<file path="src/rtl/gemm_output_manager.sv">
// Collects the four PE results of a 2x2 GEMM tile and drains them downstream as two rows with ready/valid.
// Optional GEMM_OUT_SATURATE_EN: signed saturation instead of truncation when narrowing elements.
module gemm_output_manager #(
    parameter int unsigned ACC_WIDTH = 32,
    parameter int unsigned OUT_WIDTH = 16
) (
    input  logic                   clk,
    input  logic                   reset,
    input  logic [4*ACC_WIDTH-1:0] mac_acc,
    input  logic [3:0]             mac_done,
    output logic                   mac_clear,
    output logic [2*OUT_WIDTH-1:0] out_row,
    output logic                   out_valid,
    input  logic                   out_ready,
    output logic                   out_last,
    output logic                   busy,
    output logic                   overrun,
    output logic [7:0]             tile_count
);

    localparam int unsigned N_PE    = 4;
    localparam int unsigned UPPER_W = ACC_WIDTH - OUT_WIDTH + 1;

    typedef enum logic [1:0] {
        IDLE    = 2'd0,
        COLLECT = 2'd1,
        DRAIN0  = 2'd2,
        DRAIN1  = 2'd3
    } state_t;

    state_t                             state, state_nxt;
    logic [N_PE-1:0]                    captured, captured_nxt;
    logic [N_PE-1:0][OUT_WIDTH-1:0]     res, res_nxt;
    logic [N_PE-1:0]                    accept;
    logic                               mac_clear_nxt;
    logic [2*OUT_WIDTH-1:0]             out_row_nxt;
    logic                               out_valid_nxt;
    logic                               out_last_nxt;
    logic                               busy_nxt;
    logic                               overrun_nxt;
    logic [7:0]                         tile_count_nxt;

    // Narrow one accumulator to an output element.
    function automatic logic [OUT_WIDTH-1:0] convert(input logic [ACC_WIDTH-1:0] acc);
`ifdef GEMM_OUT_SATURATE_EN
        logic [UPPER_W-1:0] upper;
        upper = acc[ACC_WIDTH-1:OUT_WIDTH-1];
        if ((upper == '0) || (upper == '1)) begin
            return acc[OUT_WIDTH-1:0];
        end else if (acc[ACC_WIDTH-1]) begin
            return {1'b1, {(OUT_WIDTH-1){1'b0}}};
        end else begin
            return {1'b0, {(OUT_WIDTH-1){1'b1}}};
        end
`else
        return OUT_WIDTH'(acc);
`endif
    endfunction

    always_ff @(posedge clk or posedge reset) begin
        if (reset) begin
            state      <= IDLE;
            captured   <= '0;
            res        <= '0;
            mac_clear  <= 1'b0;
            out_row    <= '0;
            out_valid  <= 1'b0;
            out_last   <= 1'b0;
            busy       <= 1'b0;
            overrun    <= 1'b0;
            tile_count <= 8'd0;
        end else begin
            state      <= state_nxt;
            captured   <= captured_nxt;
            res        <= res_nxt;
            mac_clear  <= mac_clear_nxt;
            out_row    <= out_row_nxt;
            out_valid  <= out_valid_nxt;
            out_last   <= out_last_nxt;
            busy       <= busy_nxt;
            overrun    <= overrun_nxt;
            tile_count <= tile_count_nxt;
        end
    end

    // Next state and next values of every registered output; the first row is
    // loaded on the capture edge so out_valid rises one edge after the last done.
    always_comb begin
        state_nxt      = state;
        captured_nxt   = captured;
        res_nxt        = res;
        accept         = '0;
        mac_clear_nxt  = 1'b0;
        out_row_nxt    = out_row;
        out_valid_nxt  = out_valid;
        out_last_nxt   = out_last;
        overrun_nxt    = overrun;
        tile_count_nxt = tile_count;

        case (state)
            IDLE, COLLECT: begin
                accept = mac_done & ~captured;
                if (|(mac_done & captured)) begin
                    overrun_nxt = 1'b1;
                end
                for (int i = 0; i < N_PE; i++) begin
                    if (accept[i]) begin
                        res_nxt[i] = convert(mac_acc[i*ACC_WIDTH +: ACC_WIDTH]);
                    end
                end
                captured_nxt = captured | accept;
                if (&captured_nxt) begin
                    state_nxt     = DRAIN0;
                    captured_nxt  = '0;
                    mac_clear_nxt = 1'b1;
                    out_valid_nxt = 1'b1;
                    out_row_nxt   = {res_nxt[1], res_nxt[0]};
                    out_last_nxt  = 1'b0;
                end else if (|captured_nxt) begin
                    state_nxt = COLLECT;
                end
            end
            DRAIN0: begin
                if (|mac_done) begin
                    overrun_nxt = 1'b1;
                end
                if (out_valid && out_ready) begin
                    state_nxt    = DRAIN1;
                    out_row_nxt  = {res[3], res[2]};
                    out_last_nxt = 1'b1;
                end
            end
            DRAIN1: begin
                if (|mac_done) begin
                    overrun_nxt = 1'b1;
                end
                if (out_valid && out_ready) begin
                    state_nxt      = IDLE;
                    out_valid_nxt  = 1'b0;
                    out_last_nxt   = 1'b0;
                    tile_count_nxt = tile_count + 8'd1;
                end
            end
            default: begin
                state_nxt = IDLE;
            end
        endcase

        busy_nxt = (state_nxt == DRAIN0) || (state_nxt == DRAIN1);
    end

endmodule

</file>
<file path="config.mk">
export PLATFORM = sky130hd
export DESIGN_NAME = gemm_output_manager
export DESIGN_NICKNAME = d
export VERILOG_FILES = /design/src/rtl/gemm_output_manager.sv
export SDC_FILE = /design/constraint.sdc
export NUM_CORES = 1
export LEC_CHECK = 0
export ABC_AREA = 0
export BUFFER_PORTS_ARGS = -buffer_cell sky130_fd_sc_hd__clkbuf_2
export CAP_MARGIN = 20
export CORE_UTILIZATION = 40
export CTS_BUF_LIST = sky130_fd_sc_hd__clkbuf_8
export DETAILED_ROUTE_END_ITERATION = 7
export PLACE_DENSITY = 0.72
export SLEW_MARGIN = 10
export SYNTH_ARGS = -nofsm -noshare
export SYNTH_HDL_FRONTEND = slang
export SYNTH_SLANG_ARGS = --single-unit
</file>
<file path="constraint.sdc">
create_clock -name clk -period 5.9 [get_ports clk]
set_input_delay 0.295 -clock clk [delete_from_list [all_inputs] [get_ports clk]]
set_output_delay 0.295 -clock clk [all_outputs]
set_load 0.03 [all_outputs]
</file>
==> qor.yml <==
grt:
  grt_pass1_wl_um: 23200
  antenna_found_initial: 0
  grt_remaining_overflow: 0
  grt_pass1_vias: 4388
  grt_max_degree: 102
  grt_usage: 0.214
sta:
  rsz0062_at_grt: "no"
  drv_slew: 0
  setup_viol: 0
  fin_tns_setup_ns: 0
  worst_pin_slew_ns: 0.985
  slew_headroom: 0.344
  period_needed_ns: 2.28
  skew_ns: 0.0136
  hold_viol: 0
  fin_crit_sh: 0.386
  fmax_mhz: 439
worst_hold_path:
  hold_end: "res[60]"
  holdPathStages: 2
  hold_path.startpoint: "mac_acc[108]"
  hp-class: "input port to flop"
worst_setup_path:
  crit_type: "flop to flop"
  cp.required_ns: 6.19
  cp.arrival_ns: 2.56
  worst-path-buf-inv: 1
  path_cells: "o22ai_2, o31a_1, buf_4, o31ai_1"
  critPathMaxStageDelay_ns: 0.76
  rrSetupSlack_ns: 3.62
  start_kind: "flop"
  cp_max_fo: 32
  r2r-end: "out_row[27]"
  path_depth: 4
  crit_family: "compound AO/OA/AOI/OAI gates"
  r2r-start: "captured[1]"
  r2r_cells: 4
  endpoint_kind: "flop"
  slowest_stage: "o22ai_2"
logic_synthesis:
  ys_seq_area_frac: 0.520
  synth_commonest_cells: "114 x dfrtp_1, 60 x a211oi_1, 41 x nor2_1"
  synth_most_common_cell: "dfrtp_1"
  ys_ff_latch: 114
  yosysWarnings: 0
  netlist_area_um2: 5490
  synth.avg_cell_area_um2: 11.0
  synth_edf_count: 0
  postSynthNetCount: 637
  netlist_instances: 501
  synth_top_area_cell: "dfrtp_1"
  ys_types: 35
  synth_top_cell_area_share: 0.520
  synth_area_leaders: "dfrtp_1 52%, a211oi_1 8.2%, mux2_2 7.6%"
  synthArstFlopShare: 1.00
  synth_ff_type: "dfrtp_1"
routing:
  num_vias: 4446
  dr.pass1.iters: 4
  wirelength_um: 14200
  ant_nets: 0
  drc: 0
  drtIter0Drc: 286
  routed_via_density: 5.63
  post_drt_wl_per_cell_um: 18.0
clocking:
  worstSkewPairLatency_ns: 0.44
  root_buffer: "clkbuf_8"
  cts-buffers-inserted: 17
  clk_pin_slew_ns: 0.07
  htree_levels: 4
  clock_sinks: 114
  cts_resized: 0
  cts_buffer_depth: 2
  cts_tree: "yes"
placed_design:
  port_buffers: 115
  gp_congestion: 0.755
  dpl.hpwl_um: 8880
floorplanning:
  ioPinCount: 180
  core_area_um2: 13300
  rows: 42
  die_y_um: 119
  start_util: 0.413
  dieWidth_um: 119
  die_area_um2: 14200
pwr:
  vdd_drop_max_uv: 317
  power_uw: 3870
  pwr_density_cell_nw_per_um2: 587
  p_leak_uw: 0.00314
job:
  maxCapViolCount: 0
layout:
  area_delta_synth_final_pct: 20.2
  nNetsFinal: 737
  drive_gt1_frac: 0.326
  antennaDiodeCount: 0
run_status:
  status: "completed"
==> final cells by class <==
cell class              instances  area [um^2]
fillers                      1235         6700
multi-input cells             310         2310
clock buffers                  18          248
clock inverters                13          169
well taps                     176          220
repair buffers                127          676
flip-flops and latches        114         2850
inverters                      31          119
==> power breakdown <==
| group | internal [uW] | leakage [uW] | switching [uW] | total [uW] |
|---|---|---|---|---|
| Combinational | 610 | 0.00156 | 1040 | 1650 |
| Clock | 462 | 0.000220 | 318 | 780 |
| Sequential | 1160 | 0.00136 | 281 | 1440 |
==> worst max-delay path by stage <==
stage / from / endpoint / slack [ns]
final: captured[1] / out_row[27] / 3.62
after global routing: captured[0] / out_last / 3.40
after CTS: captured[0] / out_row[1] / 3.56
after detailed placement: captured[0] / out_row[11] / 3.59
after global placement: captured[0] / out_row[7] / 3.70
after floorplan: reset / busy / 2.59
==> routing by layer <==
metal	wire [um]	global-route usage	up-vias	part of all wire
met4	143	0.0775	0	0.010
met1	6360	0.281	2207	0.45
li1	-	-	2089	-
met2	6760	0.330	142	0.47
met5	0	0	-	0
met3	985	0.0670	8	0.069
==> state kept, by name, indices dropped and copies added, names as in the netlist, 4 cells and up <==
register,cells
captured,4
res,64
out_row,32
tile_count,8
==> layout by cell type, fill, tap and decap left out, drive strengths merged, types with 2 or more instances in the layout <==
cell type and count:
clkbuf 133, dfrtp 114, a211oi 60, nor2 41
mux2 37, a21oi 33, inv 33, and3b 32
o311ai 32, o31ai 32, buf 11, xor2 7
clkinv 6, o21ai 4, nand2 4, bufinv 4
nand2b 3, nor3 3, nand3 3, o22ai 3
nor3b 2, nor4 2, a21o 2
==> cell families after synthesis <==
| logic type | count (synthesis) | synth area share |
|---|---|---|
| xor+xnor | 8 | 0.0128 |
| simple gates | 96 | 0.106 |
| fa+ha+maj | 1 | 0.00228 |
| buf+inv | 77 | 0.0618 |
| mux | 37 | 0.0759 |
| compound gates | 168 | 0.221 |
| flops | 114 | 0.520 |
==> what timing repair did <==
action / CTS / global route
setup buffers: 0 / 0
hold buffers: 1 / 0
endpoints found under the hold margin: 52 / 0
==> per-stage QoR <==
stage / util / instances / area [um^2] / setup slack (ns) / hold WS (ns)
6_report: 0.496 / 789 / 6590 / 3.62 / 0.0874
2_1_floorplan: - / 501 / 5490 / 2.59 / 0.447
4_1_cts: 0.495 / 788 / 6580 / 3.56 / 0.0546
3_5_place_dp: 0.463 / 756 / 6150 / 3.59 / 0.425
5_1_grt: 0.496 / 789 / 6590 / 3.40 / 0.0454
3_3_place_gp: 0.463 / 756 / 6150 / 3.70 / 0.417
(Power assumes the default switching activity.)
